[src/rtl/truth_table_driver.sv]
// truth_table_driver
//   Drives the four input patterns {a,b} = 00, 01, 10, 11 into a downstream
//   gate stage that should return buf_a = a and not_b = ~b. Each pattern is
//   held for HOLD cycles and then sampled for one cycle. The block records
//   which patterns failed and how many failed.
//
// Parameters
//   HOLD       cycles each pattern is driven before it is sampled (1..255)
//
// Ports
//   clk        clock, all state updates on the rising edge
//   rst_n      asynchronous active-low reset
//   start      run request, accepted only in IDLE or DONE
//   abort      synchronous cancel, takes priority over start
//   a, b       registered stimulus to the gate stage
//   buf_a      gate response, expected to equal a
//   not_b      gate response, expected to equal ~b
//   busy       high while a run is in progress
//   done       high once a run completes, held until the next run or abort
//   pass       done with no failing pattern
//   err_count  number of failing patterns in the current or last run (0..4)
//   fail_mask  bit i set when pattern i failed
module truth_table_driver #(
  parameter int unsigned HOLD = 1
) (
  input  logic       clk,
  input  logic       rst_n,
  input  logic       start,
  input  logic       abort,
  output logic       a,
  output logic       b,
  input  logic       buf_a,
  input  logic       not_b,
  output logic       busy,
  output logic       done,
  output logic       pass,
  output logic [2:0] err_count,
  output logic [3:0] fail_mask
);

  typedef enum logic [1:0] {
    IDLE   = 2'd0,
    DRIVE  = 2'd1,
    SAMPLE = 2'd2,
    DONE   = 2'd3
  } state_t;

  // The hold counter runs 0..HOLD-1 so that DRIVE lasts exactly HOLD edges.
  localparam logic [7:0] HOLD_LAST = 8'(HOLD - 1);

  state_t     state_q;
  logic [1:0] idx_q;
  logic [7:0] hold_cnt_q;
  logic       a_q;
  logic       b_q;
  logic       busy_q;
  logic       done_q;
  logic [2:0] err_q;
  logic [3:0] mask_q;

  logic       pat_fail_d;
  logic [2:0] err_d;

  // Response check for the pattern currently on a/b.
  assign pat_fail_d = (buf_a != a_q) || (not_b != ~b_q);
  // Saturating increment; with four patterns the ceiling is never exceeded.
  assign err_d      = (err_q < 3'd4) ? err_q + 3'd1 : err_q;

  always_ff @(posedge clk or negedge rst_n) begin
    if (!rst_n) begin
      state_q    <= IDLE;
      idx_q      <= 2'd0;
      hold_cnt_q <= 8'd0;
      a_q        <= 1'b0;
      b_q        <= 1'b0;
      busy_q     <= 1'b0;
      done_q     <= 1'b0;
      err_q      <= 3'd0;
      mask_q     <= 4'd0;
    end else begin
      case (state_q)
        IDLE, DONE: begin
          if (abort) begin
            // Abort wins over start; results of the last run are kept.
            state_q <= IDLE;
            done_q  <= 1'b0;
          end else if (start) begin
            state_q    <= DRIVE;
            idx_q      <= 2'd0;
            hold_cnt_q <= 8'd0;
            a_q        <= 1'b0;
            b_q        <= 1'b0;
            busy_q     <= 1'b1;
            done_q     <= 1'b0;
            err_q      <= 3'd0;
            mask_q     <= 4'd0;
          end
        end

        DRIVE: begin
          if (abort) begin
            state_q    <= IDLE;
            idx_q      <= 2'd0;
            hold_cnt_q <= 8'd0;
            a_q        <= 1'b0;
            b_q        <= 1'b0;
            busy_q     <= 1'b0;
            done_q     <= 1'b0;
          end else if (hold_cnt_q == HOLD_LAST) begin
            state_q    <= SAMPLE;
            hold_cnt_q <= 8'd0;
          end else begin
            hold_cnt_q <= hold_cnt_q + 8'd1;
          end
        end

        SAMPLE: begin
          if (abort) begin
            // Cancelled before the compare, so this pattern is not scored.
            state_q    <= IDLE;
            idx_q      <= 2'd0;
            hold_cnt_q <= 8'd0;
            a_q        <= 1'b0;
            b_q        <= 1'b0;
            busy_q     <= 1'b0;
            done_q     <= 1'b0;
          end else begin
            if (pat_fail_d) begin
              mask_q[idx_q] <= 1'b1;
              err_q         <= err_d;
            end
            if (idx_q == 2'd3) begin
              // Last pattern scored; a/b stay at 11.
              state_q <= DONE;
              busy_q  <= 1'b0;
              done_q  <= 1'b1;
            end else begin
              state_q    <= DRIVE;
              idx_q      <= idx_q + 2'd1;
              {a_q, b_q} <= idx_q + 2'd1;
            end
          end
        end

        default: begin
          state_q    <= IDLE;
          idx_q      <= 2'd0;
          hold_cnt_q <= 8'd0;
          a_q        <= 1'b0;
          b_q        <= 1'b0;
          busy_q     <= 1'b0;
          done_q     <= 1'b0;
        end
      endcase
    end
  end

  assign a         = a_q;
  assign b         = b_q;
  assign busy      = busy_q;
  assign done      = done_q;
  assign pass      = done_q && (err_q == 3'd0);
  assign err_count = err_q;
  assign fail_mask = mask_q;

endmodule
[config.mk]
export PLATFORM = sky130hd
export DESIGN_NAME = truth_table_driver
export DESIGN_NICKNAME = d
export VERILOG_FILES = /design/src/rtl/truth_table_driver.sv
export SDC_FILE = /design/constraint.sdc
export NUM_CORES = 1
export LEC_CHECK = 0
export CORE_MARGIN = 2
export CORE_UTILIZATION = 53
export DETAILED_ROUTE_END_ITERATION = 10
export PLACE_DENSITY_LB_ADDON = 0.15
export SLEW_MARGIN = 0
export SYNTH_ARGS = -nofsm -noshare
export SYNTH_HDL_FRONTEND = slang
export SYNTH_SLANG_ARGS = --single-unit
[constraint.sdc]
create_clock -name clk -period 2.4 [get_ports clk]
set_input_delay 0.48 -clock clk [delete_from_list [all_inputs] [get_ports clk]]
set_output_delay 0.48 -clock clk [all_outputs]
set_load 0.005 [all_outputs]
==> flow_summary.yaml <==
run_status:
  status: "finished clean"
power:
  total_power_mw: 0.875
  p_leak_nw: 0.670
  internal_power_mw: 0.599
  seq_power_share_pct: 46.2
  pwr-share-clk_pct: 18.7
  p_per_area_nw_per_um2: 583
  swShare_pct: 31.6
  p_sw_mw: 0.277
  vdd_drop_max_mv: 0.393
  p_comb_share_pct: 35.1
timing:
  setup-tns-final_ns: 0
  setup_viol: 0
  whs_ns: 0.502
  max_clock_freq_mhz: 485
  min_period_over_period_pct: 85.9
  fin_skew_ns: 0.00468
  rsz0062_at_grt: "no"
  tightest_slew_ns: 0.599
  slew_headroom_pct: 59.0
  finalHoldViolations: 0
  period_minus_slack_ns: 2.06
  slew_violations: 0
yosys:
  synth_top_cell_by_area: "dfrtp_1"
  ys_top_cells_by_area: "dfrtp_1, ha_1, mux2i_1, a21oi_1, inv_1"
  syn_nets: 145
  ys.flop_type: "dfrtp_1"
  ys_ff_latch: 21
  synth-edff-count: 0
  synthCells: 129
  yosys_warnings: 0
  synth-seq-area-share_pct: 41.8
  ys_async_sr_fraction_pct: 100
  synth_cell_types: 34
  netlist_top_cells_count: "dfrtp_1, inv_1, a21oi_1"
  yosysMostFrequentCell: "dfrtp_1"
  syn_area_sq_um: 1260
  synth_top_cell_area_share_pct: 41.8
  syn_area_per_cell_sq_um: 9.74
clocking:
  post-cts-setup-buffers: 0
  cts-buffers-inserted: 3
  cts_tree: "yes"
  insertion_delay_ns: 0.29
  cts.hold.buffers_added: 0
  cts_resized: 0
  clock_sinks: 21
  path_clk_slew_ns: 0.11
  htreeDepth: 1
  root_buffer: "clkbuf_4"
  clockBufferDepth: 2
setup_path:
  max_stage_delay_ns: 0.41
  rr_endpoint: "hold_cnt_q[6]"
  crit_required_ns: 2.62
  cp.arrival_ns: 2.29
  rr_startpoint: "state_q[0]"
  r2r_cells: 7
  reg2reg_slack_ns: 0.34
  crit_slowest_cell: "dfrtp_1"
  worstPathCellList: "inv_1 -> ha_1 -> nor2b_1 -> a21o_1 -> buf_4 -> and2b_4 -> nor2_1"
  endpoint_kind: "flip-flop"
  crit_path_start_kind: "flip-flop"
  path_max_fanout: 13
  path_class: "flip-flop to flip-flop"
worst_hold_path:
  hold_path.startpoint: "fail_mask[3]"
  hp-class: "flip-flop to flip-flop"
  hold_path_depth: 2
  min_to: "fail_mask[3]"
die:
  fp.dieW_um: 52.7
  num_rows: 17
  initial_utilization_pct: 56.2
  fp.coreArea_sq_um: 2230
  die_h_um: 52.7
  dieArea_sq_um: 2780
  io-pin-count: 18
detailed_routing:
  vias: 963
  dr.pass1.iters: 4
  drt-initial-drc-count: 15
  wire_per_inst_um: 13.6
  routed_wl_um: 2440
  drc_errors: 0
  via_per_inst: 5.38
  postRouteAntennaNets: 0
global_routing:
  grt_max_degree: 22
  antenna_found_initial: 0
  grt_pass1_vias: 932
  grt_pass1_wl_um: 4100
  track_usage_pct: 20.0
  grt_overflow: 0
flow_run:
  maxCapViolCount: 0
finish:
  n_antenna_cell: 0
  drive_above_1_share_pct: 8.61
  nNetsFinal: 168
  syn_to_final_growth_pct: 19.6
place:
  post-dp-hpwl_um: 1830
  port-buffer-count: 17
  gp_congestion: 0.914
-- per-stage QoR --
| step | cell area [sq um] | util [%] | instances | worst slack (ns) |
|---|---|---|---|---|
| finish | 1500 | 67.3 | 179 | 0.338 |
| global route | 1500 | 67.3 | 179 | 0.200 |
| CTS | 1500 | 67.3 | 179 | 0.317 |
| detailed placement | 1480 | 66.1 | 175 | 0.183 |
| global placement | 1480 | 66.1 | 175 | 0.236 |
| floorplan | 1260 | - | 129 | 0.621 |
-- sequential cells by signal, summed over array words and instances, names as in the netlist --
signal and count:
busy 1, state_q 2, fail_mask 4, idx_q 1, done 1, b 1, err_count 3, hold_cnt_q 8
-- power groups by stage --
stage          registers [mW]  logic [mW]  clock network (mW)
3_3_place_gp            0.410       0.302                   0
6_report                0.404       0.307               0.164
3_5_place_dp            0.412       0.306                   0
4_1_cts                 0.405       0.309               0.175
2_1_floorplan           0.412       0.190                   0
5_1_grt                 0.408       0.340               0.190
-- per-layer routing --
layer,part of all wire [%],global-route usage [%],wire length (um),vias up
li1,-,-,-,492
met2,49,34.6,1180,20
met5,0,0,0,-
met4,0.49,6.41,12,0
met1,47,25.4,1150,449
met3,3.7,2.86,91,2
-- worst max path at each step --
stage,from,to,cells past startpoint
after floorplan,hold_cnt_q[0],hold_cnt_q[5],6
final,state_q[0],hold_cnt_q[6],7
after CTS,err_count[0],pass,5
after detailed placement,abort,hold_cnt_q[4],5
after global placement,abort,hold_cnt_q[7],5
after global routing,err_count[0],pass,5
-- logic make-up after synthesis --
family,count (synthesis),synth area share (%)
AND/OR/NAND/NOR,39,16.1
AO/OA/AOI/OAI,30,17.3
flip-flops,21,41.8
buffers and inverters,17,5.68
adder cells (fa/ha/maj),10,9.96
multiplexers,7,5.58
XOR/XNOR,5,3.49
-- placed cells by master, fill, tap and decap left out, types with 3 or more instances in the layout --
cell and n:
ha_1 10, xnor2_1 4, inv_1 13, o21ai_0 4, clkdlybuf4s50_1 17, nor2b_1 3
nor2_1 10, o31ai_1 3, buf_4 5, a2111oi_0 3, nand2_1 11, clkbuf_4 3
dfrtp_1 21, mux2i_1 7, a21oi_1 12
-- critical path, delay by kind of cell (launching register included) --
kind                     cells  cell delay [ns]
buffers and inverters        2             0.22
adder cells (fa/ha/maj)      1             0.41
AND/OR/NAND/NOR              3             0.77
AO/OA/AOI/OAI                1             0.18
flip-flops                   1             0.41
-- layout make-up --
cell class,count,area (sq um)
clock buffer,4,26.3
fill,181,731
inverter,13,48.8
multi-input combinational,91,659
sequential,21,526
tap,28,35.0
timing repair buffer,22,208
Power figures use the tool's default switching activity.
